File: src/rtl/cr_huf_comp_htb_sched.sv
// In-order scheduler for the short Huffman tree-builder pipes: round-robin dispatch, in-order retire.
// Optional per-pipe dispatch and stall counters are enabled by defining CR_HUF_COMP_HTB_SCHED_STATS_EN.
module cr_huf_comp_htb_sched #(
    parameter int NUM_PIPES = 2,
    parameter int SEQID_W   = 8,
    parameter int PTR_W     = 2
) (
    input  logic                    clk,
    input  logic                    rst,
    input  logic                    req_valid,
    input  logic [SEQID_W-1:0]      req_seq_id,
    output logic                    req_ready,
    input  logic [NUM_PIPES-1:0]    sw_pipe_disable,
    input  logic [NUM_PIPES-1:0]    pipe_not_ready,
    output logic [NUM_PIPES-1:0]    pipe_start,
    output logic [SEQID_W-1:0]      pipe_start_seq_id,
    input  logic [NUM_PIPES-1:0]    pipe_done,
    output logic                    out_valid,
    input  logic                    out_ready,
    output logic [NUM_PIPES-1:0]    out_pipe_sel,
    output logic [SEQID_W-1:0]      out_seq_id,
`ifdef CR_HUF_COMP_HTB_SCHED_STATS_EN
    output logic [NUM_PIPES*16-1:0] stat_dispatch_cnt,
    output logic [15:0]             stat_stall_cnt,
`endif
    output logic                    err_spurious_done
);

    localparam int DEPTH = 2 ** PTR_W;
    localparam logic [PTR_W:0] NP_W = (PTR_W+1)'(NUM_PIPES);

    typedef enum logic [1:0] {
        ST_IDLE = 2'd0,
        ST_BUSY = 2'd1,
        ST_DONE = 2'd2
    } pipe_st_e;

    // Pipe index addition modulo NUM_PIPES; both operands are below NUM_PIPES
    function automatic logic [PTR_W-1:0] wrap_add(input logic [PTR_W-1:0] a, input logic [PTR_W-1:0] b);
        logic [PTR_W:0] s;
        s = {1'b0, a} + {1'b0, b};
        s = (s >= NP_W) ? (s - NP_W) : s;
        return s[PTR_W-1:0];
    endfunction

    pipe_st_e             st_q [NUM_PIPES];
    pipe_st_e             st_d [NUM_PIPES];
    logic [PTR_W-1:0]     rr_q, rr_d;
    logic [PTR_W-1:0]     fifo_idx_q [DEPTH];
    logic [SEQID_W-1:0]   fifo_seq_q [DEPTH];
    logic [PTR_W-1:0]     wr_ptr_q, rd_ptr_q;
    logic [PTR_W:0]       cnt_q, cnt_d;
    logic [NUM_PIPES-1:0] pipe_start_q, pipe_start_d;
    logic [SEQID_W-1:0]   start_seq_q, start_seq_d;
    logic                 out_valid_q, out_valid_d;
    logic [NUM_PIPES-1:0] out_sel_q, out_sel_d;
    logic [SEQID_W-1:0]   out_seq_q, out_seq_d;
    logic                 err_q, err_d;

    logic [DEPTH-1:0]     elig_s;
    logic [PTR_W-1:0]     grant_s, cand_s, head_s, pop_ptr_s, nxt_head_s;
    logic [SEQID_W-1:0]   nxt_seq_s;
    logic [PTR_W:0]       remain_s;
    logic                 accept_s, retire_s, nxt_done_s, spur_s;

    // Eligibility per pipe and round-robin grant search starting at the pointer
    always_comb begin
        elig_s  = '0;
        grant_s = '0;
        cand_s  = '0;
        for (int i = 0; i < NUM_PIPES; i++) begin
            elig_s[i] = (st_q[i] == ST_IDLE) && !pipe_not_ready[i] && ((i == 0) || !sw_pipe_disable[i]);
        end
        // Descending scan so the smallest offset from the pointer wins
        for (int k = NUM_PIPES - 1; k >= 0; k--) begin
            cand_s  = wrap_add(rr_q, PTR_W'(k));
            grant_s = elig_s[cand_s] ? cand_s : grant_s;
        end
    end

    assign req_ready = |elig_s;
    assign accept_s  = req_valid && req_ready;
    assign retire_s  = out_valid_q && out_ready;
    assign head_s    = fifo_idx_q[rd_ptr_q];
    assign pop_ptr_s = rd_ptr_q + PTR_W'(retire_s);

    // Pipe FSMs, order-FIFO occupancy and next values of the registered outputs
    always_comb begin
        spur_s       = 1'b0;
        nxt_done_s   = 1'b0;
        pipe_start_d = '0;
        out_sel_d    = '0;
        for (int i = 0; i < NUM_PIPES; i++) begin
            st_d[i] = st_q[i];
            case (st_q[i])
                ST_IDLE: st_d[i] = (accept_s && (grant_s == PTR_W'(i))) ? ST_BUSY : ST_IDLE;
                ST_BUSY: st_d[i] = pipe_done[i] ? ST_DONE : ST_BUSY;
                ST_DONE: st_d[i] = (retire_s && (head_s == PTR_W'(i))) ? ST_IDLE : ST_DONE;
                default: st_d[i] = ST_IDLE;
            endcase
            spur_s          = spur_s || (pipe_done[i] && (st_q[i] != ST_BUSY));
            pipe_start_d[i] = accept_s && (grant_s == PTR_W'(i));
        end
        rr_d     = accept_s ? wrap_add(grant_s, PTR_W'(1)) : rr_q;
        cnt_d    = cnt_q + (PTR_W+1)'(accept_s) - (PTR_W+1)'(retire_s);
        remain_s = cnt_q - (PTR_W+1)'(retire_s);
        // An empty FIFO after the pop means the entry being pushed becomes the head
        nxt_head_s = (remain_s == '0) ? grant_s : fifo_idx_q[pop_ptr_s];
        nxt_seq_s  = (remain_s == '0) ? req_seq_id : fifo_seq_q[pop_ptr_s];
        for (int i = 0; i < NUM_PIPES; i++) begin
            nxt_done_s = nxt_done_s || ((st_d[i] == ST_DONE) && (nxt_head_s == PTR_W'(i)));
        end
        out_valid_d = (cnt_d != '0) && nxt_done_s;
        for (int i = 0; i < NUM_PIPES; i++) begin
            out_sel_d[i] = out_valid_d && (nxt_head_s == PTR_W'(i));
        end
        out_seq_d   = out_valid_d ? nxt_seq_s : '0;
        start_seq_d = accept_s ? req_seq_id : '0;
        err_d       = err_q || spur_s;
    end

    // State, order FIFO and registered output update
    always_ff @(posedge clk or posedge rst) begin
        if (rst) begin
            for (int i = 0; i < NUM_PIPES; i++) begin
                st_q[i] <= ST_IDLE;
            end
            for (int d = 0; d < DEPTH; d++) begin
                fifo_idx_q[d] <= '0;
                fifo_seq_q[d] <= '0;
            end
            rr_q         <= '0;
            wr_ptr_q     <= '0;
            rd_ptr_q     <= '0;
            cnt_q        <= '0;
            pipe_start_q <= '0;
            start_seq_q  <= '0;
            out_valid_q  <= 1'b0;
            out_sel_q    <= '0;
            out_seq_q    <= '0;
            err_q        <= 1'b0;
        end else begin
            for (int i = 0; i < NUM_PIPES; i++) begin
                st_q[i] <= st_d[i];
            end
            if (accept_s) begin
                fifo_idx_q[wr_ptr_q] <= grant_s;
                fifo_seq_q[wr_ptr_q] <= req_seq_id;
            end
            rr_q         <= rr_d;
            wr_ptr_q     <= wr_ptr_q + PTR_W'(accept_s);
            rd_ptr_q     <= pop_ptr_s;
            cnt_q        <= cnt_d;
            pipe_start_q <= pipe_start_d;
            start_seq_q  <= start_seq_d;
            out_valid_q  <= out_valid_d;
            out_sel_q    <= out_sel_d;
            out_seq_q    <= out_seq_d;
            err_q        <= err_d;
        end
    end

    assign pipe_start        = pipe_start_q;
    assign pipe_start_seq_id = start_seq_q;
    assign out_valid         = out_valid_q;
    assign out_pipe_sel      = out_sel_q;
    assign out_seq_id        = out_seq_q;
    assign err_spurious_done = err_q;

`ifdef CR_HUF_COMP_HTB_SCHED_STATS_EN
    logic [15:0] disp_cnt_q [NUM_PIPES];
    logic [15:0] stall_cnt_q;

    // Saturating per-pipe dispatch counters and request stall counter
    always_ff @(posedge clk or posedge rst) begin
        if (rst) begin
            for (int i = 0; i < NUM_PIPES; i++) begin
                disp_cnt_q[i] <= 16'd0;
            end
            stall_cnt_q <= 16'd0;
        end else begin
            for (int i = 0; i < NUM_PIPES; i++) begin
                disp_cnt_q[i] <= (pipe_start_q[i] && (disp_cnt_q[i] != 16'hFFFF)) ?
                                 (disp_cnt_q[i] + 16'd1) : disp_cnt_q[i];
            end
            stall_cnt_q <= (req_valid && !req_ready && (stall_cnt_q != 16'hFFFF)) ?
                           (stall_cnt_q + 16'd1) : stall_cnt_q;
        end
    end

    for (genvar g = 0; g < NUM_PIPES; g++) begin : g_stat
        assign stat_dispatch_cnt[g*16 +: 16] = disp_cnt_q[g];
    end
    assign stat_stall_cnt = stall_cnt_q;
`endif

endmodule

File: config.mk
export PLATFORM = sky130hd
export DESIGN_NAME = cr_huf_comp_htb_sched
export DESIGN_NICKNAME = d
export VERILOG_FILES = /design/src/rtl/cr_huf_comp_htb_sched.sv
export SDC_FILE = /design/constraint.sdc
export NUM_CORES = 1
export LEC_CHECK = 0
export CAP_MARGIN = 15
export CORE_MARGIN = 1.5
export CORE_UTILIZATION = 60
export CTS_CLUSTER_DIAMETER = 30
export DETAILED_ROUTE_END_ITERATION = 16
export DONT_BUFFER_PORTS = 1
export MAX_ROUTING_LAYER = met4
export PLACE_DENSITY_LB_ADDON = 0.05
export SETUP_SLACK_MARGIN = 0.05
export SYNTH_ARGS = -nofsm -noshare
export SYNTH_HDL_FRONTEND = slang
export SYNTH_SLANG_ARGS = --single-unit
export TNS_END_PERCENT = 5
File: constraint.sdc
create_clock -name clk -period 7 [get_ports clk]
set_input_delay 0.7 -clock clk [delete_from_list [all_inputs] [get_ports clk]]
set_output_delay 0.7 -clock clk [all_outputs]
set_load 0.01 [all_outputs]
After elaboration in Yosys (flattened, before gate mapping)
Cells that the tools add are included.
- add/subtract/negate cells: 10
- magnitude comparators: 9
- eq/ne operators: 11
- mux-type cells: 36
- bitwise operators: 3
- reduce and logical (&&, ||, !) cells: 31
- operators with widths (kind ; count):
    two-way mux 8 bit ; 6
    bitwise mux 32 bit ; 1
    two-way mux 2 bit ; 15
    logical AND 1 bit ; 17
    binary-select mux 8 bit (select 2 bit) ; 1
    demux 8 bit (select 2 bit) ; 1
    one-hot mux 2 bit (3 select lines) ; 2
    equality test 2 x 1 -> 1 bit (second input constant) ; 5
    zero test 2 bit ; 5
    greater-or-equal comparator 3 bit (second input constant) ; 3
    NOT 2 -> 3 bit ; 3
    binary-select mux 2 bit (select 2 bit) ; 2
    bitwise mux 8 bit ; 1
    equality test 2 bit (second input constant) ; 4
    adder 2 x 1 -> 3 bit (second input constant) ; 2
    greater-or-equal comparator 3 x 2 -> 1 bit (second input constant) ; 2
    < comparator 2 x 3 -> 1 bit (second input constant) ; 2
    subtractor 2 bit (second input constant) ; 3
    subtractor 3 x 1 -> 3 bit ; 2
    adder 2 x 1 -> 2 bit ; 2
    binary-select mux 1 bit (select 2 bit) ; 2
    demux 2 bit (select 2 bit) ; 1
    two-way mux 1 bit ; 4
    inequality test 2 x 1 -> 1 bit (second input constant) ; 2
    8 further kinds ; 12
- bits in registers: 75
- input port bits: 18
- logic and storage cells: 120

Longest topological paths before layout
- depth after elaboration: 16
- mapped depth: 12
- depth with buffers taken out: 11

Least setup slack after synthesis
OpenSTA, ideal clock, no wires.
- path kind: input port to flip-flop
- start: input port pipe_not_ready[0]
- end: register out_seq_q[0], in the netlist out_seq_id[0]
- data arrival time: 3045 ps
- required time: 6854 ps
- slack: 3809 ps
- stages: 12
- path buffers: 1
- cells stage by stage: or3_1 -> nand2b_2 -> nand2_2 -> ha_1 -> inv_1 -> ha_1 -> fa_1 -> xnor2_1 -> xnor2_1 -> o31ai_1 -> clkbuf_1 -> nor4_1
- elaborated cells on any way between the ends: 31
- those cells by class: add/sub (2); eq/ne (4); mux (12); reduce/logical (13)
- RTL lines (element ; line ; text):
    start, declared ; 14 ; input logic [NUM_PIPES-1:0] pipe_not_ready,
    zero test 1 bit ; 72 ; elig_s[i] = (st_q[i] == ST_IDLE) && !pipe_not_ready[i] && ((i == 0) || !sw_pipe_disable[i]);
    logical AND 1 bit ; 72 ;
    OR reduction 2 bit ; 81 ; assign req_ready = |elig_s;
    net req_ready ; 12 ; output logic req_ready,
    logical AND 1 bit ; 82 ; assign accept_s = req_valid && req_ready;
    adder 3 x 1 -> 3 bit ; 105 ; cnt_d = cnt_q + (PTR_W+1)'(accept_s) - (PTR_W+1)'(retire_s);
    subtractor 3 x 1 -> 3 bit ; 105 ;
    net cnt_d[2] ; 52 ; logic [PTR_W:0] cnt_q, cnt_d;
    nonzero test 3 bit ; 113 ; out_valid_d = (cnt_d != '0) && nxt_done_s;
    logical AND 1 bit ; 113 ;
    two-way mux 8 bit ; 117 ; out_seq_d = out_valid_d ? nxt_seq_s : '0;
    net out_seq_d[0] ; 57 ; logic [SEQID_W-1:0] out_seq_q, out_seq_d;
    end signal, assigned ; 158 ; out_seq_q <= out_seq_d;
    end, declared ; 57 ;
The timed path passes the listed nets, and every way through them passes these cells. The select of a mux whose other input is x is not followed.
A chain may end at the register's enable or synchronous reset.

Worst setup path after layout
- start: register st_q[1] (netlist bit)
- end: register out_seq_q[7], in the netlist out_seq_id[7]
- elaborated cells on any way between the ends: 34
- those cells by class: add/sub (2); eq/ne (6); mux (12); reduce/logical (14)
- RTL lines (element ; line ; text):
    start, declared ; 46 ; pipe_st_e st_q [NUM_PIPES];
    start signal, assigned by index ; 144 ; st_q[i] <= st_d[i];
    zero test 2 bit ; 72 ;
    logical AND 1 bit (2 in a row) ; 72 ;
    OR reduction 2 bit ; 81 ;
    net req_ready ; 12 ;
    logical AND 1 bit ; 82 ;
    adder 3 x 1 -> 3 bit ; 105 ;
    subtractor 3 x 1 -> 3 bit ; 105 ;
    net cnt_d[2] ; 52 ;
    nonzero test 3 bit ; 113 ;
    logical AND 1 bit ; 113 ;
    two-way mux 8 bit ; 117 ;
    net out_seq_d[7] ; 57 ;
The timed path passes the listed nets, and every way through them passes these cells. The select of a mux whose other input is x is not followed.

==> run summary <==
The number of synthesized flops with an enable pin is 0. TritonCTS built the clock tree. A synthesized cell averages 12.4 µm².

The cell count of the worst reg-to-reg path is 12. By area, the combinational part of the netlist is dominated by simple AND/OR/NAND/NOR gates. For the relative contribution of sequential cells to total power, the log shows 42.1%. In this run the worst path has a maximum fanout of 11.

The run gives 2072 as the via count of the first global-routing pass. Net switching is 37.9% of the power. The die covers 6000 µm². The logs give 0.00677 ns for the final setup skew and 6400 µm for the total wire length after detailed routing. The run gives 0 as the number of nets with antenna violations after detailed routing. The vertical die dimension came out at 77.5 µm. The flow ran to the end, and the final reports show no timing, DRC or antenna violations.

The headroom to the max-slew limit was 38.9%; the DRC marker count from the first detailed-route iteration was 120. The tools report the count of maximum capacitance violations as 0. For the combined global-route utilization of all metal layers, the log shows 24.3%. The startpoint type of the worst setup path was a flip-flop.

Routability-driven placement finished with a final weighted congestion of 0.764. The path type of the worst min-delay path was in2async. Entering global routing, the biggest net connects 39 pins. Cells fill 68.3% of the core in the end. The tools report the CTS root buffer as sky130_fd_sc_hd__clkbuf_8.

The Yosys step of the flow raised 0 warnings. The largest single stage delay on the critical path is 0.44 ns. The number of nets in the layout is 296, and the worst IR drop on VDD is 0.205 mV. For this run, the detailed router's first-pass iteration total came to 4. The number of max-slew violations in the final report came out at 0. Detailed placement ended at an HPWL of 4130 µm. Setup slack on the worst reg-to-reg path comes out at 3.81 ns.

Summing the areas of all xor and xnor instances in the mapped netlist gives 1.88% of the synthesized area. The fraction of synthesis flops using an asynchronous set or reset pin came out at 100%. Of the cells placed in the final design, the portion with a size suffix greater than 1 is 14.4%. For this run, design rule violations remaining after detail routing come to 0.

For this design the top-level I/O count stands at 41. The synthesized-area fraction occupied by adder cells came out at 2.48%. The endpoint of the worst register-to-register path is out_seq_id[7]. Of the available clock period, the critical path in the final layout requires 45.6%.

Critical-path cell with the highest stage delay: sky130_fd_sc_hd__dfrtp_1. The first global-routing pass estimated 10600 µm of wire. For the finished layout, the period the worst path requires is 3.19 ns. The total area inside the core boundary comes to 5240 µm². For this run, the top clock speed supported by timing is 0.313 GHz. The logs give 0 for the overall overflow remaining after global route and 3.56 ns for the worst setup timing slack at the placement stage. Gates resized during post-CTS repair numbered 0. The clock network burns 18.4% of the power. Counting every sink on the clock net gives 74. For this design the static power due to leakage is 0.00160 µW. The run gives 3.81 ns as the post-layout worst setup margin. The beginning of the worst register-to-register path was st_q[1]. The count of input and output buffers is 0.

The worst setup path category is reg2reg. Critical path data arrival time: 3.42 ns. Detailed routing inserted a total of 2079 vias. The critical path goes through nor4_4 > nand2b_2 > nand2_2 > ha_1 > inv_1 > ha_1 > fa_1 > xnor2_1 > xnor2_1 > o31ai_1 > buf_4 > nor4_1.

The biggest area contributor in the post-synthesis netlist is sky130_fd_sc_hd__dfrtp_1. The worst setup path is captured at a flip-flop. The flip-flop and latch count after synthesis came out at 74.

Broken down by cell family, the worst path's largest delay share belongs to simple AND/OR/NAND/NOR gates. Buffers inserted during clock tree synthesis total 9. The area growth from synthesis to final layout is 7.45%, and the complex-gate fraction of the synthesized area is 5.38%. The number of cells produced by synthesis was 268.

The H-tree was split into 3 levels. By count the netlist is led by 74 x sky130_fd_sc_hd__dfrtp_1, 36 x sky130_fd_sc_hd__nand2_1, 24 x sky130_fd_sc_hd__mux2_1. Power spread over the standard cell area amounts to 472 nW/µm². For the pin with the worst max-slew slack, the measured transition is 0.912 ns.

The count of distinct cell types in the synthesized netlist was 47. 0 antenna diodes ended up in the layout. The multiplexer fraction of the synthesized cell area is 15.6%. Sorting the synthesized cells by area gives the leading types as sky130_fd_sc_hd__dfrtp_1 56%, sky130_fd_sc_hd__mux2_1 8.1%, sky130_fd_sc_hd__mux2_4 4.1%. The most numerous cell in the Yosys netlist was sky130_fd_sc_hd__dfrtp_1.

Dividing the detail-routed wire length by the instance count gives 18.4 µm. STA puts the critical path data required time at 7.22 ns. Setup repair after global routing left no endpoint under its margin. Count of buffer and inverter cells on the critical path: 2. The top-area cell type share of the netlist area is 55.7%, and the number of antenna violations at the first check in global routing is 0. The relative contribution of combinational cells to total power is 39.5%.

The number of setup violations in the final report came out at 0. The internal portion of total power is 1050 µW, and the number of buffers added for setup after CTS is 0. The most used flip-flop cell after synthesis is sky130_fd_sc_hd__dfrtp_1.

The tools report the net count after synthesis as 292. From left edge to right edge, the die measures 77.5 µm. The number of standard-cell rows in the floorplan is 26. For this design the total switching power over the nets is 640 µW. After clock tree synthesis, the clock-pin slew on the worst setup and hold paths is 0.07 ns.

The tools report the synthesized area as 3330 µm². The clock latency at the later pin of the worst-skew pair is 0.35 ns. For this configuration, the core starts out at a cell density of 63.5%. Of the synthesized area, sequential elements account for 55.7%. Adding up every negative setup slack in the final design gives 0 ns. Counting along the longest clock path gives a buffer depth of 2. After Yosys synthesis, and, or, nand and nor cells account for 16.7% of the synthesized area. Buffers inserted to repair hold after CTS numbered 0. Using the TritonRoute via totals, the vias-per-cell ratio works out to 5.99. The run gives 0 as the hold violation count in the final report.
[cell type report]
type                            count  area (µm²)
Clock buffer                       15         176
Inverter                           10        40.0
Tap cell                           70        87.6
Timing Repair Buffer                2        15.0
Multi-Input combinational cell    175        1400
Sequential cell                    74        1850
Fill cell                         395        1660
Clock inverter                      1        7.51
[cells by family (layout without fill, tap and decap cells)]
kind of cell / Yosys count / in the layout
buf+inv: 19 / 28
fa+ha+maj: 6 / 6
flops: 74 / 74
compound gates: 26 / 26
simple gates: 99 / 99
xor+xnor: 5 / 5
mux: 39 / 39
[power groups by stage]
stage	Sequential (µW)	Clock [µW]	Combinational (µW)
after global placement	709	0	656
final	711	311	667
after CTS	711	317	672
after floorplan	688	0	538
after global routing	729	333	749
after detailed placement	717	0	670
[placed cells by master, fill, tap and decap left out, drive strengths merged]
master    Yosys  routed
nor3          3       3
clkbuf        5      15
o21ai         4       4
o21a          1       1
o211ai        8       8
a21oi         4       4
nand2b        5       5
a2111oi       1       1
a221o         1       1
xnor2         4       4
a211oi        1       1
ha            5       5
a21o          1       1
mux2         35      35
fa            1       1
or3           1       1
inv          10      10
nor4          9       9
o31ai         1       1
nand3        11      11
mux2i         1       1
o22ai         2       2
and3b         1       1
and2         12      12
nand4         8       8
nor3b         3       3
dfrtp        74      74
clkinvlp      0       1
mux4          3       3
nor2b         2       2
nand2        37      37
buf           4       2
or2           1       1
nand3b        3       3
nor2          3       3
xor2          1       1
a31oi         2       2
[stage by stage]
step	cell area, µm²	hold slack (ns)	instances	total power [µW]
floorplan	3330	0.464	268	1230
global placement	3390	0.473	331	1370
detailed placement	3390	0.481	331	1390
CTS	3570	0.378	347	1700
global route	3570	0.428	347	1810
finish	3570	0.354	347	1690
[registers in the layout (all words and copies together) (netlist names)]
register,count
fifo_seq_q,32
cnt_q,3
err_spurious_done,1
out_seq_id,8
pipe_start_seq_id,8
st_q,4
pipe_start,2
rd_ptr_q,2
out_pipe_sel,2
fifo_idx_q,8
out_valid,1
wr_ptr_q,2
rr_q,1
[worst max-delay path by stage]
| stage | startpoint | end | slack, ns | cells past startpoint |
|---|---|---|---|---|
| after global placement | pipe_not_ready[1] | out_pipe_sel[0] | 3.65 | 12 |
| after detailed placement | pipe_not_ready[1] | out_pipe_sel[0] | 3.56 | 12 |
| after floorplan | pipe_not_ready[0] | out_seq_id[0] | 3.81 | 12 |
| after global routing | st_q[1] | out_seq_id[7] | 3.60 | 12 |
| after CTS | st_q[1] | out_seq_id[7] | 3.82 | 12 |
| final | st_q[1] | out_seq_id[7] | 3.81 | 12 |
[routing by layer]
layer / part of all wire, % / vias up / wire [µm] / track usage, %
met4: 2.2 / 0 / 139 / 13.1
met1: 47 / 1050 / 3020 / 33.8
met2: 46 / 53 / 2920 / 34.0
met5: 0 / - / 0 / -
li1: - / 963 / - / -
met3: 4.8 / 13 / 309 / 4.59
Note: power is estimated with default switching activity, not from simulation.
